`src/rtl/morse_pkg.sv`:
```
// morse_pkg: shared state type and letter pattern/length tables for the Morse encoder
package morse_pkg;
  typedef enum logic {IDLE, SEND} state_t;
  localparam int PAT_W = 12;
  localparam logic [7:0][PAT_W-1:0] PAT_TABLE = {
    12'b101010100000,
    12'b111011101000,
    12'b101011101000,
    12'b100000000000,
    12'b111010100000,
    12'b111010111010,
    12'b111010101000,
    12'b101110000000
  };
  localparam logic [7:0][3:0] LEN_TABLE = {4'd7, 4'd9, 4'd9, 4'd1, 4'd7, 4'd11, 4'd9, 4'd5};
endpackage

```
`src/rtl/morse_encoder_unit_tick.sv`:
```
// unit_tick: one-cycle pulse every UNIT enabled cycles, restarted by clear
module unit_tick #(
  parameter int CLOCK_FREQUENCY = 500
) (
  input  logic ClockIn,
  input  logic Reset,
  input  logic clear,
  input  logic enable,
  output logic tick
);
  localparam int UNIT = CLOCK_FREQUENCY / 2;
  localparam int CW = $clog2(UNIT) + 1;
  logic [CW-1:0] count;
  assign tick = enable && count == '0;
  always_ff @(posedge ClockIn) begin
    if (Reset) count <= '0;
    else if (clear || tick) count <= CW'(UNIT - 1);
    else if (enable) count <= count - CW'(1);
  end
endmodule

```
`src/rtl/morse_encoder.sv`:
```
// morse_encoder: transmits a selected letter A-H as a Morse on/off waveform
module morse_encoder
  import morse_pkg::*;
#(
  parameter int CLOCK_FREQUENCY = 500
) (
  input  logic       ClockIn,
  input  logic       Reset,
  input  logic       Start,
  input  logic [2:0] Letter,
  output logic       DotDashOut,
  output logic       Busy
);
  state_t state, state_next;
  logic [PAT_W-1:0] pattern;
  logic [3:0] len;
  logic tick, load, send;
  assign send = state == SEND;
  assign load = state == IDLE && Start;
  unit_tick #(.CLOCK_FREQUENCY(CLOCK_FREQUENCY)) u_tick (
    .ClockIn(ClockIn),
    .Reset(Reset),
    .clear(load),
    .enable(send),
    .tick(tick)
  );
  always_ff @(posedge ClockIn) begin
    if (Reset) begin
      state <= IDLE;
      pattern <= '0;
      len <= '0;
    end else begin
      state <= state_next;
      if (load) begin
        pattern <= PAT_TABLE[Letter];
        len <= LEN_TABLE[Letter];
      end else if (tick) begin
        pattern <= pattern << 1;
        len <= len - 4'd1;
      end
    end
  end
  always_comb begin
    state_next = load ? SEND : (send && tick && len == 4'd1) ? IDLE : state;
  end
  always_comb begin
    DotDashOut = send & pattern[PAT_W-1];
    Busy = send;
  end
endmodule

```
`config.mk`:
```
export PLATFORM = sky130hd
export DESIGN_NAME = morse_encoder
export DESIGN_NICKNAME = d
export VERILOG_FILES = /design/src/rtl/morse_pkg.sv /design/src/rtl/morse_encoder_unit_tick.sv /design/src/rtl/morse_encoder.sv
export SDC_FILE = /design/constraint.sdc
export NUM_CORES = 1
export LEC_CHECK = 0
export ABC_AREA = 1
export BUFFER_PORTS_ARGS = -buffer_cell sky130_fd_sc_hd__buf_2
export CORE_AREA = 2 2 61 63
export CTS_CLUSTER_SIZE = 24
export DETAILED_ROUTE_END_ITERATION = 10
export DIE_AREA = 0 0 63 65
export SLEW_MARGIN = 10
export SYNTH_ARGS = -nofsm -noshare
export SYNTH_HDL_FRONTEND = slang
export SYNTH_SLANG_ARGS = --single-unit
```
`constraint.sdc`:
```
create_clock -name ClockIn -period 1.55 [get_ports ClockIn]
set_input_delay 0.155 -clock ClockIn [delete_from_list [all_inputs] [get_ports ClockIn]]
set_output_delay 0.155 -clock ClockIn [all_outputs]
set_load 0.01 [all_outputs]
```
After elaboration in Yosys (flattened, before gate mapping)
Memories as Yosys holds them, arrays and structs flattened.
Cells that the tools add are included.
{ "op_classes": {"n_addsub": 2, "magnitude_cmp": 1, "eq_ne": 1, "n_mux": 10, "bitwise_logic": 2, "reduce_logical": 10} }
{ "ops": {"columns": ["cell", "count"], "rows": [
  ["two-way mux 12 bit", 3],
  ["two-way mux 8 bit", 2],
  ["two-way mux 4 bit", 3],
  ["logical NOT 9 bit", 1],
  ["subtractor 9 x 1 -> 9 bit (second input constant)", 1],
  ["nonzero test 2 bit", 3],
  ["== test 4 x 1 -> 1 bit (second input constant)", 1],
  ["logical AND 1 bit", 4],
  ["less-than comparator 3 x 4 -> 1 bit (second input constant)", 1],
  ["subtractor 4 x 1 -> 4 bit (second input constant)", 1],
  ["two-way mux 1 bit", 2],
  ["OR reduction 2 bit", 1],
  ["bitwise AND 1 bit", 1],
  ["logical OR 1 bit", 1],
  ["NOT 1 bit", 1]
]} }
{ "totals": {"register_bits": 26, "romBits": 128, "elab_cells": 33, "mem_count": 2} }
{ "mem_list": {"columns": ["memory", "words", "width", "read_ports", "rd_clocked_by_memory_dff", "write_ports", "line", "text"], "rows": [
  ["(no name shown)", 8, 12, 1, 0, 0, "morse_encoder.sv:35", "pattern <= PAT_TABLE[Letter];"],
  ["(no name shown)", 8, 4, 1, 0, 0, "morse_encoder.sv:36", "len <= LEN_TABLE[Letter];"]
]} }

Logic depth before layout (Yosys ltp)
Gate-level depths: netlist (run 1).
{ "logic_depth": {"ltp_word": 6, "mapped_depth": 9} }

Cells and area by module
From an unflattened synthesis (run 1), not the netlist that was laid out.
{ "hier_totals": {"cells_unflattened": 205, "area_unflattened_um2": 1477.7} }
{ "by_module_without_submodules": {"columns": ["mod", "instances", "cells_per_inst", "area_each_um2", "seq_area_each_um2"], "rows": [
  ["morse_encoder", 1, 121, 924.6, 320.3],
  ["unit_tick", 1, 84, 553.0, 180.2]
]} }

Worst setup path before layout (run 1)
Ideal clock, no wire load.
{ "synth_path": {"path_kind": "register to register", "from": "reg u_tick.count[0]", "to": "reg pattern[6]", "setup_ns": 0.112, "arrival_ns": 1.190, "t_required_ns": 1.438, "path_slack_ns": 0.248, "path_stages_with_launch": 10, "period_less_slack_ns": 1.302, "cell_sequence": "dfxtp_1 -> inv_1 -> ha_1 -> nand2_2 -> nor2_4 -> nand3_4 -> nand2_4 -> nor2_8 -> nand2_1 -> nand2_1"} }
{ "synth_via": {"elab_chain_cells": 3} }
{ "synth_lines": {"columns": ["element", "line", "text"], "rows": [
  ["start, declared", "morse_encoder_unit_tick.sv:13", "logic [CW-1:0] count;"],
  ["start signal, assigned", "morse_encoder_unit_tick.sv:17", "else if (clear || tick) count <= CW'(UNIT - 1);"],
  ["start signal, assigned", "morse_encoder_unit_tick.sv:18", "else if (enable) count <= count - CW'(1);"],
  ["logical NOT 9 bit", "morse_encoder_unit_tick.sv:14", "assign tick = enable && count == '0;"],
  ["logical AND 1 bit", "morse_encoder_unit_tick.sv:14", null],
  ["nonzero test 2 bit (no source line)", null, null],
  ["end signal, assigned", "morse_encoder.sv:35", null],
  ["end signal, assigned", "morse_encoder.sv:38", "pattern <= pattern << 1;"],
  ["end, declared", "morse_encoder.sv:15", "logic [PAT_W-1:0] pattern;"]
]} }
No other way between the ends.
A chain may end at the register's enable or synchronous reset.

Worst setup path in the final report (run 1)
{ "layout_path": {"from": "reg u_tick.count[0]", "to": "reg len[0]"} }
{ "layout_via": {"elab_chain_cells": 3} }
{ "layout_lines": {"columns": ["element", "line", "text"], "rows": [
  ["logical NOT 9 bit", "morse_encoder_unit_tick.sv:14", null],
  ["logical AND 1 bit", "morse_encoder_unit_tick.sv:14", null],
  ["nonzero test 2 bit (no source line)", null, null],
  ["end signal, assigned", "morse_encoder.sv:36", null],
  ["end signal, assigned", "morse_encoder.sv:39", "len <= len - 4'd1;"],
  ["end, declared", "morse_encoder.sv:16", "logic [3:0] len;"]
]} }
No other way between the ends.

==> flow_summary.ini, run 1 <==
[floorplanning]
die_w_um = 63
die_area_um2 = 4095
die_h_um = 65
num_rows = 22
ios = 8
core_area_um2 = 3496
start_util = 0.4177

[synthesis]
yosysUniqueCellTypes = 27
synth_edf_count = 0
async_reset_ff_frac = 0
synth_commonest_cells = nand2_1, inv_1, nor2_1, dfxtp_1, nand3_1
syn_nets = 226
synth_top_cell_by_area = dfxtp_1
synthTopCellsByArea = dfxtp_1, nand2_1, inv_1
synth_most_common_cell = nand2_1
yosys_warnings = 0
syn_avg_cell_area_um2 = 6.855
synthCells = 213
ys_seq_area_frac = 0.3428
synth_flop_cell = dfxtp_1
synth-seq-cells = 25
synth_top_area_frac = 0.3428
syn-cell-area_um2 = 1460

[routing]
wl_mm = 3.013
vias_per_cell = 4.682
drt-wirelength-per-cell_um = 11.00
vias = 1283
drt-initial-drc-count = 71
drt_first_pass_iters = 4
drc = 0
antenna_left = 0

[timing]
hold_viol = 0
maxSlewViolCount = 0
max_freq_ghz = 0.7046
setup_violations = 0
setup_tns_ns = 0
rsz0062_at_grt = no
min_period_ns = 1.419
relSlewSlack = 0.7577
tightest_slew_ns = 0.3631
min_period_over_period = 0.9156
skew_ns = 0.008023

[critical_path]
start_kind = register
worst_path_max_delay_cell = dfxtp_1
crit_chain = inv_1 -> ha_2 -> nand2_2 -> nor2_4 -> buf_4 -> nand3_2 -> o21ai_0 -> nor2_1
end_kind = register
cp_max_fo = 5
crit_required_ns = 1.79
slowest_delay_ns = 0.34
crit_arrival_ns = 1.66
critPathKind = reg -> reg

[layout]
diodes = 0
final_cell_area_um2 = 1603
nets = 240
syn_to_final_growth_pct = 9.769
final_layout_size_suffix_gt1_frac = 0.1504

[pwr]
ir_worst_vdd_mv = 0.3559
powerDensity_nw_per_um2 = 878.1
p_leak_nw = 0.7826

[global_routing]
overflow = 0
antenna_found_initial = 0
grt_pass1_vias = 1205
track_usage = 0.1538
grt_pass1_wl_mm = 5.126
grt_max_degree = 20

[clock_tree]
numCtsBuffers = 3
holdBufCountCts = 0
cts_root_buf = clkbuf_4
clock-sinks = 25
htree_levels = 1
clock_latency_ns = 0.32
cts_tree = done
clkSlewWorstSetupHoldPaths_ns = 0.14
clock_path_buffers = 2

[placed_design]
globalplace.congestion = 0.7701
place_hpwl_mm = 2.210
dpl_cell_area_um2 = 1533
port_buffers = 7

[job]
drv_cap = 0

[worst_hold_path]
hp-class = in -> reg

[run_status]
status = completed
[layout by cell type, fill, tap and decap left out, types with 2 or more instances in the layout]
| cell type | instances |
|---|---|
| buf_4 | 5 |
| a21oi_1 | 7 |
| inv_1 | 28 |
| o21ai_0 | 13 |
| nand4_1 | 4 |
| xor2_1 | 3 |
| nor3_1 | 2 |
| nor2_1 | 28 |
| nand2_4 | 2 |
| clkbuf_4 | 3 |
| ha_1 | 6 |
| nor2_2 | 4 |
| buf_2 | 7 |
| nand3_1 | 19 |
| nand2_2 | 4 |
| inv_2 | 3 |
| nand2_1 | 51 |
| dfxtp_1 | 25 |
[metrics by stage]
stage | std cells | total power [mW] | util | hold WS [ns] | setup WS [ns]
2_1_floorplan | 213 | 1.026 | - | 0.3255 | 0.2480
3_3_place_gp | 266 | 1.103 | 0.4384 | 0.4297 | 0.1191
3_5_place_dp | 266 | 1.102 | 0.4384 | 0.4350 | 0.08233
4_1_cts | 270 | 1.394 | 0.4460 | 0.1728 | 0.06351
5_1_grt | 274 | 1.502 | 0.4585 | 0.2155 | 0.008292
6_report | 274 | 1.407 | 0.4585 | 0.1700 | 0.1308
[area by class of cell]
cell class / count / area, um^2
clock buffer: 4 / 26.28
fill: 393 / 1893
inverter: 31 / 116.4
multi-input combinational: 154 / 827.0
sequential: 25 / 500.5
tap: 48 / 60.06
timing repair buffer: 12 / 72.57
[kinds of logic after synthesis]
| logic type | Yosys count | synth area share |
|---|---|---|
| XOR/XNOR | 3 | 0.01800 |
| buffers and inverters | 35 | 0.1054 |
| flip-flops | 25 | 0.3428 |
| AND/OR/NAND/NOR | 120 | 0.3925 |
| AO/OA/AOI/OAI | 23 | 0.08140 |
| adder cells (fa/ha/maj) | 7 | 0.05998 |
[report_power, final]
part,switching [mW],internal [mW],total (mW)
sequential,0.0355,0.693,0.729
combinational,0.236,0.140,0.377
clock,0.201,0.101,0.302
[layer usage]
metal,vias to the layer above,wire length [um],part of all wire,global-route usage
met4,0,36,0.012,0.05000
met5,-,0,0,0
met3,4,86,0.029,0.02083
li1,699,-,-,-
met1,564,1463,0.49,0.1928
met2,16,1426,0.47,0.2713
[critical path: cells and delay by family, from the launching register on]
family | cells | cell delay [ns]
AND/OR/NAND/NOR | 4 | 0.39
adder cells (fa/ha/maj) | 1 | 0.20
flip-flops | 1 | 0.34
AO/OA/AOI/OAI | 1 | 0.18
buffers and inverters | 2 | 0.23
[final timing paths]
path         slack [ns]            start         end  depth (start not counted)
max                0.13  u_tick.count[0]      len[0]                          8
min                0.17        Letter[2]  pattern[1]                          4
max reg2reg        0.13  u_tick.count[0]      len[0]                          8
min reg2reg        0.45       pattern[8]  pattern[8]                          2
[what timing repair did]
item	4_1_cts	5_1_grt
gates resized for setup	0	2
hold endpoints to repair	0	0
setup buffers	0	3
endpoints found under the setup margin	0	14
[state kept, by name, indices dropped and copies added, names as in the netlist]
signal        cells
Busy              1
len               4
pattern          11
u_tick.count      9
Note: power is estimated with default switching activity, not from simulation.
==> run 2: changes to the inputs <==
Settings changed: CORE_AREA 2 2 61 63 to 2 2 64 66, DIE_AREA 0 0 63 65 to 0 0 66 68.
==> run 2 against run 1 <==
  * Clock power is 32% higher
  * Wire length up 2.5%
  * Total power up 7.2%
  * First-iteration DRC count down 23%
  * Cell count increased by 0.36%
  * Cell area grew 2.0%
  * Combinational power about the same
  * Die area increased by 9.6%
  * Sequential share of layout area fell by 0.60 points
==> flow_summary.ini, run 2 (same netlist as run 1, synthesis figures left out) <==
[floorplanning]
die_h_um = 68
die_w_um = 66
die_area_um2 = 4488
core_area_um2 = 3856
start_util = 0.3787
ios = 8
num_rows = 23

[routing]
drt-initial-drc-count = 55
drt_first_pass_iters = 4
vias = 1292
wl_met2_mm = 1.468
wl_met1_mm = 1.519
antenna_left = 0
vias_per_cell = 4.698
wl_mm = 3.088
wl_met3_um = 82
highest_layer = met4
drt-wirelength-per-cell_um = 11.23
drc = 0

[critical_path]
crit_arrival_ns = 1.59
r2r_cells = 8
critPathTopFamily = simple AND/OR/NAND/NOR gates
slowest_delay_ns = 0.35
cp_max_fo = 9
cpMostUsedCell = nand2_1
r2r_end = pattern[3]
crit_required_ns = 1.72
critPathKind = reg -> reg
worst_path_max_delay_cell = dfxtp_1
crit_chain = nor2_2 -> nand2_2 -> nor2_4 -> nand3_4 -> nand2_8 -> nor2_8 -> nand2_1 -> nand2_1
end_kind = register
crit_end = pattern[3]
crit_path_start = u_tick.count[4]
path_depth = 8
critPathBufInv = 0
regToRegStartpoint = u_tick.count[4]
r2r_slack_ns = 0.14
start_kind = register

[global_routing]
overflow = 0
grt_max_degree = 14
grt_pass1_vias = 1164
track_usage = 0.1540
grt_pass1_wl_mm = 5.319
antenna_found_initial = 0

[timing]
min_period_ns = 1.412
tightest_slew_ns = 0.3389
setup_violations = 0
hold_viol = 0
min_period_over_period = 0.9110
rsz0062_at_grt = no
max_freq_ghz = 0.7082
setup_tns_ns = 0
maxSlewViolCount = 0
hold_slack_ns = 0.2367
skew_ns = 0.002617
relSlewSlack = 0.7738

[layout]
syn_to_final_growth_pct = 11.91
instances_no_fill = 275
layout_commonest_cell = nand2_1
reg.largest.list = pattern (11), u_tick.count (9), len (4)
final_layout_size_suffix_gt1_frac = 0.1600
final_cell_mix = nand2_1, nor2_1, inv_1
regMostFlops = pattern
largest_register_ff_count = 11
nets = 239
diodes = 0
fin_util = 0.4238
n_fill_cell = 428

[clock_tree]
clock_path_buffers = 2
clock-sinks = 25
cts_root_buf = clkbuf_8
clkSlewWorstSetupHoldPaths_ns = 0.09
htree_levels = 1
numCtsBuffers = 3
holdBufCountCts = 0
clock_latency_ns = 0.27
cts_tree = done

[run_status]
status = completed

[placed_design]
port_buffers = 7
globalplace.congestion = 0.8615
place_hpwl_mm = 2.284
placed_cells = 269

[worst_hold_path]
hp-class = in -> reg

[pwr]
powerDensity_nw_per_um2 = 923.3
totalPowerFinal_mw = 1.509
ir_worst_vdd_mv = 0.5489
p_leak_nw = 0.7877

[job]
drv_cap = 0
-- run 2: changes by cell type in the layout (fill, tap and decap cells not counted), sizes merged --
| cell | before | now |
|---|---|---|
| buf | 12 | 11 |
-- run 2: layer usage --
| metal | vias up | track usage |
|---|---|---|
| li1 | 696 | - |
| met1 | 581 | 0.2026 |
| met2 | 13 | 0.2614 |
| met3 | 2 | 0.03454 |
| met4 | 0 | 0.03061 |
| met5 | - | 0 |
-- run 2: what timing repair did --
action,in CTS,in global routing
setup buffers,0,1
resized for setup,0,7
setup endpoints to repair,0,13
-- run 2: final cells by class --
class	instances	area, um^2	area share
multi-input combinational	154	844.6	0.5168
sequential	25	500.5	0.3063
inverter	31	116.4	0.07121
timing repair buffer	11	65.06	0.03982
tap	50	62.56	0.03828
clock buffer	4	45.04	0.02757
-- run 2: stage by stage --
step                      instance area [um^2]  worst slack, ns
after CTS                                 1588          0.05855
after detailed placement                  1543          0.08331
after global placement                    1543           0.1212
after floorplan                           1460           0.2480
final                                     1634           0.1380
after global routing                      1634          0.01245
-- run 2: worst min path at each step --
stage	from	end	cells after the start	slack [ns]
after floorplan	Reset	u_tick.count[7]	3	0.33
after global placement	pattern[6]	pattern[6]	2	0.44
after detailed placement	pattern[4]	pattern[4]	2	0.44
after CTS	Letter[2]	pattern[1]	4	0.23
after global routing	Letter[2]	pattern[1]	4	0.27
final	Letter[2]	pattern[1]	4	0.24
-- run 2: worst min-delay path: cells and delay by family --
family | cells | cell delay (ns)
and+or+nand+nor | 3 | 0.17
buffers and inverters | 1 | 0.14
-- run 2: where the power goes --
part | internal [mW] | total [mW] | switching, mW
registers | 0.693 | 0.731 | 0.0387
logic | 0.140 | 0.379 | 0.239
clock network | 0.184 | 0.398 | 0.214
total | 1.02 | 1.51 | 0.492
